==> src/rtl/kbd_pkg.sv <==
// Shared types and PS/2 frame constants for the keyboard receiver.
package kbd_pkg;

  typedef enum logic [1:0] {
    IDLE,
    DATA,
    PARITY,
    STOP
  } state_t;

  localparam int         PS2_DATA_BITS  = 8;
  localparam logic       PS2_START_BIT  = 1'b0;
  localparam logic       PS2_STOP_BIT   = 1'b1;
  localparam logic [7:0] PS2_BREAK_CODE = 8'hF0;

endpackage

==> src/rtl/ps2_sync.sv <==
// Synchronises the raw PS/2 clock/data pins into the core domain and flags
// PS/2 clock falling edges, registered so data_s and clk_fall stay aligned.
module ps2_sync #(
  parameter int SYNC_STAGES = 2
) (
  input  logic clock,
  input  logic reset,
  input  logic ps2_clk,
  input  logic ps2_data,
  output logic data_s,
  output logic clk_fall
);

  logic [SYNC_STAGES-1:0] clk_sync;
  logic [SYNC_STAGES-1:0] data_sync;
  logic                   clk_q;

  // Lines idle high, so every synchroniser flop resets to 1 to avoid a false edge.
  always_ff @(posedge clock or posedge reset) begin
    if (reset) begin
      clk_sync  <= '1;
      data_sync <= '1;
      clk_q     <= 1'b1;
      data_s    <= 1'b1;
      clk_fall  <= 1'b0;
    end else begin
      clk_sync  <= {clk_sync[SYNC_STAGES-2:0], ps2_clk};
      data_sync <= {data_sync[SYNC_STAGES-2:0], ps2_data};
      clk_q     <= clk_sync[SYNC_STAGES-1];
      clk_fall  <= clk_q & ~clk_sync[SYNC_STAGES-1];
      data_s    <= data_sync[SYNC_STAGES-1];
    end
  end

endmodule

==> src/rtl/ps2_kbd_rx.sv <==
// PS/2 keyboard frame receiver feeding the register file's keyboard port.
// Optional BREAK_FILTER_EN suppresses F0 break codes and the released key's code.
module ps2_kbd_rx
  import kbd_pkg::*;
#(
  parameter int TIMEOUT_CYCLES = 50000,
  parameter int SYNC_STAGES    = 2
) (
  input  logic       clock,
  input  logic       reset,
  input  logic       ps2_clk,
  input  logic       ps2_data,
  output logic [7:0] gpi,
  output logic       gpi_we,
  output logic       frame_err
);

  localparam int CNT_W = $clog2(TIMEOUT_CYCLES + 1);

  logic                     data_s;
  logic                     clk_fall;
  state_t                   state, state_n;
  logic [2:0]               bit_cnt, bit_cnt_n;
  logic [PS2_DATA_BITS-1:0] shift_reg, shift_n;
  logic                     parity_bit, parity_n;
  logic [CNT_W-1:0]         to_cnt, to_cnt_n;
  logic [7:0]               gpi_n;
  logic                     gpi_we_n, frame_err_n;
  logic                     timed_out;
  logic                     frame_ok;
`ifdef BREAK_FILTER_EN
  logic                     break_pending, break_n;
`endif

  ps2_sync #(
    .SYNC_STAGES(SYNC_STAGES)
  ) u_sync (
    .clock    (clock),
    .reset    (reset),
    .ps2_clk  (ps2_clk),
    .ps2_data (ps2_data),
    .data_s   (data_s),
    .clk_fall (clk_fall)
  );

  always_ff @(posedge clock or posedge reset) begin
    if (reset) begin
      state      <= IDLE;
      bit_cnt    <= '0;
      shift_reg  <= '0;
      parity_bit <= 1'b0;
      to_cnt     <= '0;
      gpi        <= 8'h00;
      gpi_we     <= 1'b0;
      frame_err  <= 1'b0;
`ifdef BREAK_FILTER_EN
      break_pending <= 1'b0;
`endif
    end else begin
      state      <= state_n;
      bit_cnt    <= bit_cnt_n;
      shift_reg  <= shift_n;
      parity_bit <= parity_n;
      to_cnt     <= to_cnt_n;
      gpi        <= gpi_n;
      gpi_we     <= gpi_we_n;
      frame_err  <= frame_err_n;
`ifdef BREAK_FILTER_EN
      break_pending <= break_n;
`endif
    end
  end

  // A falling edge always takes priority over the timeout in the same cycle.
  assign timed_out = (state != IDLE) && (to_cnt == CNT_W'(TIMEOUT_CYCLES - 1));
  assign frame_ok  = (data_s == PS2_STOP_BIT) && (^{shift_reg, parity_bit});

  always_comb begin
    state_n     = state;
    bit_cnt_n   = bit_cnt;
    shift_n     = shift_reg;
    parity_n    = parity_bit;
    gpi_n       = gpi;
    gpi_we_n    = 1'b0;
    frame_err_n = 1'b0;
`ifdef BREAK_FILTER_EN
    break_n     = break_pending;
`endif
    to_cnt_n    = (clk_fall || state == IDLE || timed_out) ? '0 : to_cnt + 1'b1;

    if (clk_fall) begin
      case (state)
        IDLE: begin
          if (data_s == PS2_START_BIT) begin
            state_n   = DATA;
            bit_cnt_n = '0;
          end
        end
        DATA: begin
          shift_n   = {data_s, shift_reg[PS2_DATA_BITS-1:1]};
          bit_cnt_n = bit_cnt + 3'd1;
          if (bit_cnt == 3'(PS2_DATA_BITS - 1)) state_n = PARITY;
        end
        PARITY: begin
          parity_n = data_s;
          state_n  = STOP;
        end
        STOP: begin
          state_n = IDLE;
          if (frame_ok) begin
`ifdef BREAK_FILTER_EN
            if (shift_reg == PS2_BREAK_CODE) begin
              break_n = 1'b1;
            end else if (break_pending) begin
              break_n = 1'b0;
            end else begin
              gpi_n    = shift_reg;
              gpi_we_n = 1'b1;
            end
`else
            gpi_n    = shift_reg;
            gpi_we_n = 1'b1;
`endif
          end else begin
            frame_err_n = 1'b1;
`ifdef BREAK_FILTER_EN
            break_n     = 1'b0;
`endif
          end
        end
        default: state_n = IDLE;
      endcase
    end else if (timed_out) begin
      state_n     = IDLE;
      shift_n     = '0;
      frame_err_n = 1'b1;
`ifdef BREAK_FILTER_EN
      break_n     = 1'b0;
`endif
    end
  end

endmodule
==> config.mk <==
export PLATFORM = sky130hd
export DESIGN_NAME = ps2_kbd_rx
export DESIGN_NICKNAME = d
export VERILOG_FILES = /design/src/rtl/kbd_pkg.sv /design/src/rtl/ps2_sync.sv /design/src/rtl/ps2_kbd_rx.sv
export SDC_FILE = /design/constraint.sdc
export NUM_CORES = 1
export LEC_CHECK = 0
export ABC_AREA = 1
export BUFFER_PORTS_ARGS = -buffer_cell sky130_fd_sc_hd__buf_2
export CORE_AREA = 2 2 66 68
export DETAILED_ROUTE_END_ITERATION = 7
export DIE_AREA = 0 0 68 70
export PLACE_DENSITY_LB_ADDON = 0.12
export SLEW_MARGIN = 20
export SYNTH_ARGS = -nofsm -noshare
export SYNTH_HDL_FRONTEND = slang
export SYNTH_SLANG_ARGS = --single-unit
export TNS_END_PERCENT = 5
==> constraint.sdc <==
create_clock -name clock -period 2 [get_ports clock]
set_input_delay 0.3 -clock clock [delete_from_list [all_inputs] [get_ports clock]]
set_output_delay 0.3 -clock clock [all_outputs]
set_load 0.05 [all_outputs]
==> run summary <==
The flow ran to the end, and the final reports show no timing, DRC or antenna violations. Ratio of final minimum period to clock period: 0.847. The congestion estimate from routability-driven global placement came to 0.881. The DRC violation count after routing came out at 0. In this run the count of I/O pins placed on the die edge is 14.

Cell occurring most often along the worst timing path: sky130_fd_sc_hd__nand3_2. For the global-route wire length before repair, the log shows 7.13 mm. The share of async-settable or async-resettable flops after synthesis came out at 1.00.

The prevailing post-synth register cell is sky130_fd_sc_hd__dfrtp_1. The tools report the die footprint as 4760 sq um. The flip-flop count of the largest register after layout is 16. The run gives 21 as the largest net degree at the start of global routing. Buffers placed on the I/O ports in this run total 13.

Counting I/O delays and the setup requirement, the final critical path takes 1.69 ns. The detailed router's first-iteration violation count was 94. The worst setup path is captured at a flop. Initial antenna violation count: 0. The final clock skew came out at 0.00805 ns. For the pin with the worst max-slew slack, the measured transition is 0.491 ns. The width of the die is 68 microns, and the required time reported for the critical path endpoint is 2.17 ns.

Leaving out fill and tap cells, the most frequent cell in the layout is sky130_fd_sc_hd__nand2_1. For the starting density of the core, the log shows 0.566. For the site row count, the log shows 24.

Setup violations remaining at the end of the flow were counted as 0. TritonCTS built the clock tree. For the area of the core, the log shows 4140 sq um.

In this run, synthesis inferred 0 flip-flops with an integrated enable. For this run, the number of Yosys warnings is 0. The tools report the via count of the first global-routing pass as 1,661. After the last flow step, the layout net total stands at 298. The half-perimeter wire length after placement was 3.00 mm; the headroom to the max-slew limit was 0.671. The power per standard cell area was 935 nW/um^2; the clock slew seen by the registers of the worst setup and hold paths was 0.09 ns. The number of pins with negative max-slew slack in the final report came out at 0. The cell count after synthesis was 267.

The largest single stage delay on the critical path is 0.42 ns. No sink is reached through more buffers than the 2 on the longest clock path. The sequential fraction of the synthesis area came out at 0.505. When the netlist entered floorplanning its net count stood at 278. For this run, the detailed router's first-pass iteration total came to 4. Dividing the detail-routed via count by the number of cells gives 5.08.

Average instance area after synthesis: 8.79 sq um. Setup repair after global routing left no endpoint under its margin. The post-CTS setup buffer count was 0.

The cell area that synthesis handed to floorplanning was 2350 sq um. The clock tree root driver cell was sky130_fd_sc_hd__clkbuf_8. At the later pin of the worst-skew pair, clock insertion delay measures 0.29 ns.

The average routed wire per standard cell works out to 11.7 microns. For the number of distinct library cells after synthesis, the log shows 35. The path class of the tightest hold or removal check is primary input to flop.

Static timing analysis puts the maximum clock frequency at 0.591 GHz. Global routing finished with a remaining overflow of 0. The startpoint class of the critical path is a flop.

Among all stages on the critical path, the largest delay is contributed by sky130_fd_sc_hd__dfrtp_1. Traced cell by cell, the critical path runs through ha_1 -> nand2_2 -> nor2_8 -> inv_2 -> nor3_4 -> nand3_2 -> nand3_2 -> nor2_1. The logs give 0 for the final count of hold timing violations and 5 for the clock buffer count from CTS.

Fill cells in the final layout number 354. In this run the vertical extent of the chip is 70 microns. The flip-flop and latch count after synthesis was 47; the max-cap violation count was 0.

Worst slack on hold paths: 0.0996 ns. Adding up every negative setup slack in the final design gives 0 ns. Largest fanout on the critical path: 16. The area added between synthesis and finish was 9.60%. The library cells used most frequently in the layout, excluding fill and tap cells, are sky130_fd_sc_hd__nand2_1, sky130_fd_sc_hd__dfrtp_1, sky130_fd_sc_hd__inv_1.

Once detail routing completed, the nets flagged for antenna violations numbered 0. The logs give 0.195 for the total global routing track utilization and 0 for the number of inserted diodes. After layout, the design draws a total of 0.00241 W. At the worst endpoint, the arrival time is 1.86 ns. The leakage component of the power came out at 1.32 nW.

The fraction of final layout cells sized beyond drive strength 1 is 0.153. For the highest ir drop seen on vdd, the log shows 669 uV. Counting every sink on the clock net gives 47.

The H-tree was split into 2 levels. The total wirelength of the detailed-routed design is 3.97 mm, and the final core utilization is 0.620. The setup path with the least slack is of type flop to flop.

The detailed router placed 1,726 vias in this run.
synth_stat cells, types with 2 or more instances:
master                     count  area, sq um
sky130_fd_sc_hd__nor3_1        7         35.0
sky130_fd_sc_hd__nand3_1      20          100
sky130_fd_sc_hd__nand4_1      10         62.6
sky130_fd_sc_hd__nand2_2       2         12.5
sky130_fd_sc_hd__inv_1        32          120
sky130_fd_sc_hd__clkbuf_1      2         7.51
sky130_fd_sc_hd__ha_1          7         87.6
sky130_fd_sc_hd__o21ai_1       4         20.0
sky130_fd_sc_hd__xor2_1        9         78.8
sky130_fd_sc_hd__clkinv_1      2         7.51
sky130_fd_sc_hd__nand2_1      70          263
sky130_fd_sc_hd__o21ai_0       6         30.0
sky130_fd_sc_hd__dfstp_2       6          158
sky130_fd_sc_hd__a21oi_1       2         10.0
sky130_fd_sc_hd__xnor2_1       3         26.3
sky130_fd_sc_hd__nand3_2       2         20.0
sky130_fd_sc_hd__nor2_1       24         90.1
sky130_fd_sc_hd__inv_2         2         7.51
sky130_fd_sc_hd__dfrtp_1      41         1030
power by group:
part,switching [W],internal (W),total (W),leakage (nW)
registers,0.000114,0.00106,0.00118,0.624
clock network,0.000308,0.000243,0.000551,0.0402
logic,0.000460,0.000218,0.000678,0.653
path summary, 6_finish.rpt:
check,start,endpoint,slack (ns),cells after the start
setup / recovery,to_cnt[0],to_cnt[11],0.31,8
min in group asynchronous,reset,gpi[5],0.53,3
setup reg to reg,to_cnt[0],to_cnt[11],0.31,8
max in group asynchronous,reset,to_cnt[11],0.93,4
hold reg to reg,u_sync.clk_sync[0],u_sync.clk_sync[1],0.36,0
hold / removal,ps2_data,u_sync.data_sync[0],0.1,1
timing repair:
| item | CTS | global route |
|---|---|---|
| endpoints found under the hold margin | 12 | 0 |
| hold buffers | 1 | 0 |
| resized for setup | 0 | 0 |
metal layers:
metal / global-route usage / vias up / share of wire
li1: - / 894 / -
met1: 0.276 / 804 / 0.49
met2: 0.293 / 23 / 0.47
met3: 0.0515 / 5 / 0.036
met4: 0.0600 / 0 / 0.011
met5: 0 / - / 0
cell families (layout without fill, tap and decap cells):
group | count (synthesis) | in the layout | synth area share
DFF | 47 | 47 | 0.505
xor gates and xnor gates | 12 | 12 | 0.0448
AOI/OAI and AO/OA | 15 | 15 | 0.0347
adders and majority gates | 7 | 7 | 0.0373
and+or+nand+nor | 147 | 147 | 0.313
buffers and inverters | 39 | 60 | 0.0656
critical path: cells and delay by family (launching register included):
| kind | cells | cell delay [ns] |
|---|---|---|
| buffers and inverters | 1 | 0.05 |
| and+or+nand+nor | 6 | 0.89 |
| adders and majority gates | 1 | 0.20 |
| DFF | 1 | 0.42 |
final cells by class:
cell class | count | area [sq um] | share of cell area
Clock inverter | 3 | 20.0 | 0.00779
Clock buffer | 5 | 68.8 | 0.0268
Timing Repair Buffer | 16 | 90.1 | 0.0350
Tap cell | 52 | 65.1 | 0.0253
Multi-Input combinational cell | 181 | 1010 | 0.392
Inverter | 36 | 135 | 0.0526
Sequential cell | 47 | 1180 | 0.460
stage by stage:
step | area, sq um | worst slack, ns | instances
after floorplan | 2350 | 0.470 | 267
final | 2570 | 0.307 | 340
after CTS | 2570 | 0.288 | 340
after global routing | 2570 | 0.107 | 340
after detailed placement | 2470 | 0.307 | 331
after global placement | 2470 | 0.357 | 331
(Power assumes the default switching activity.)
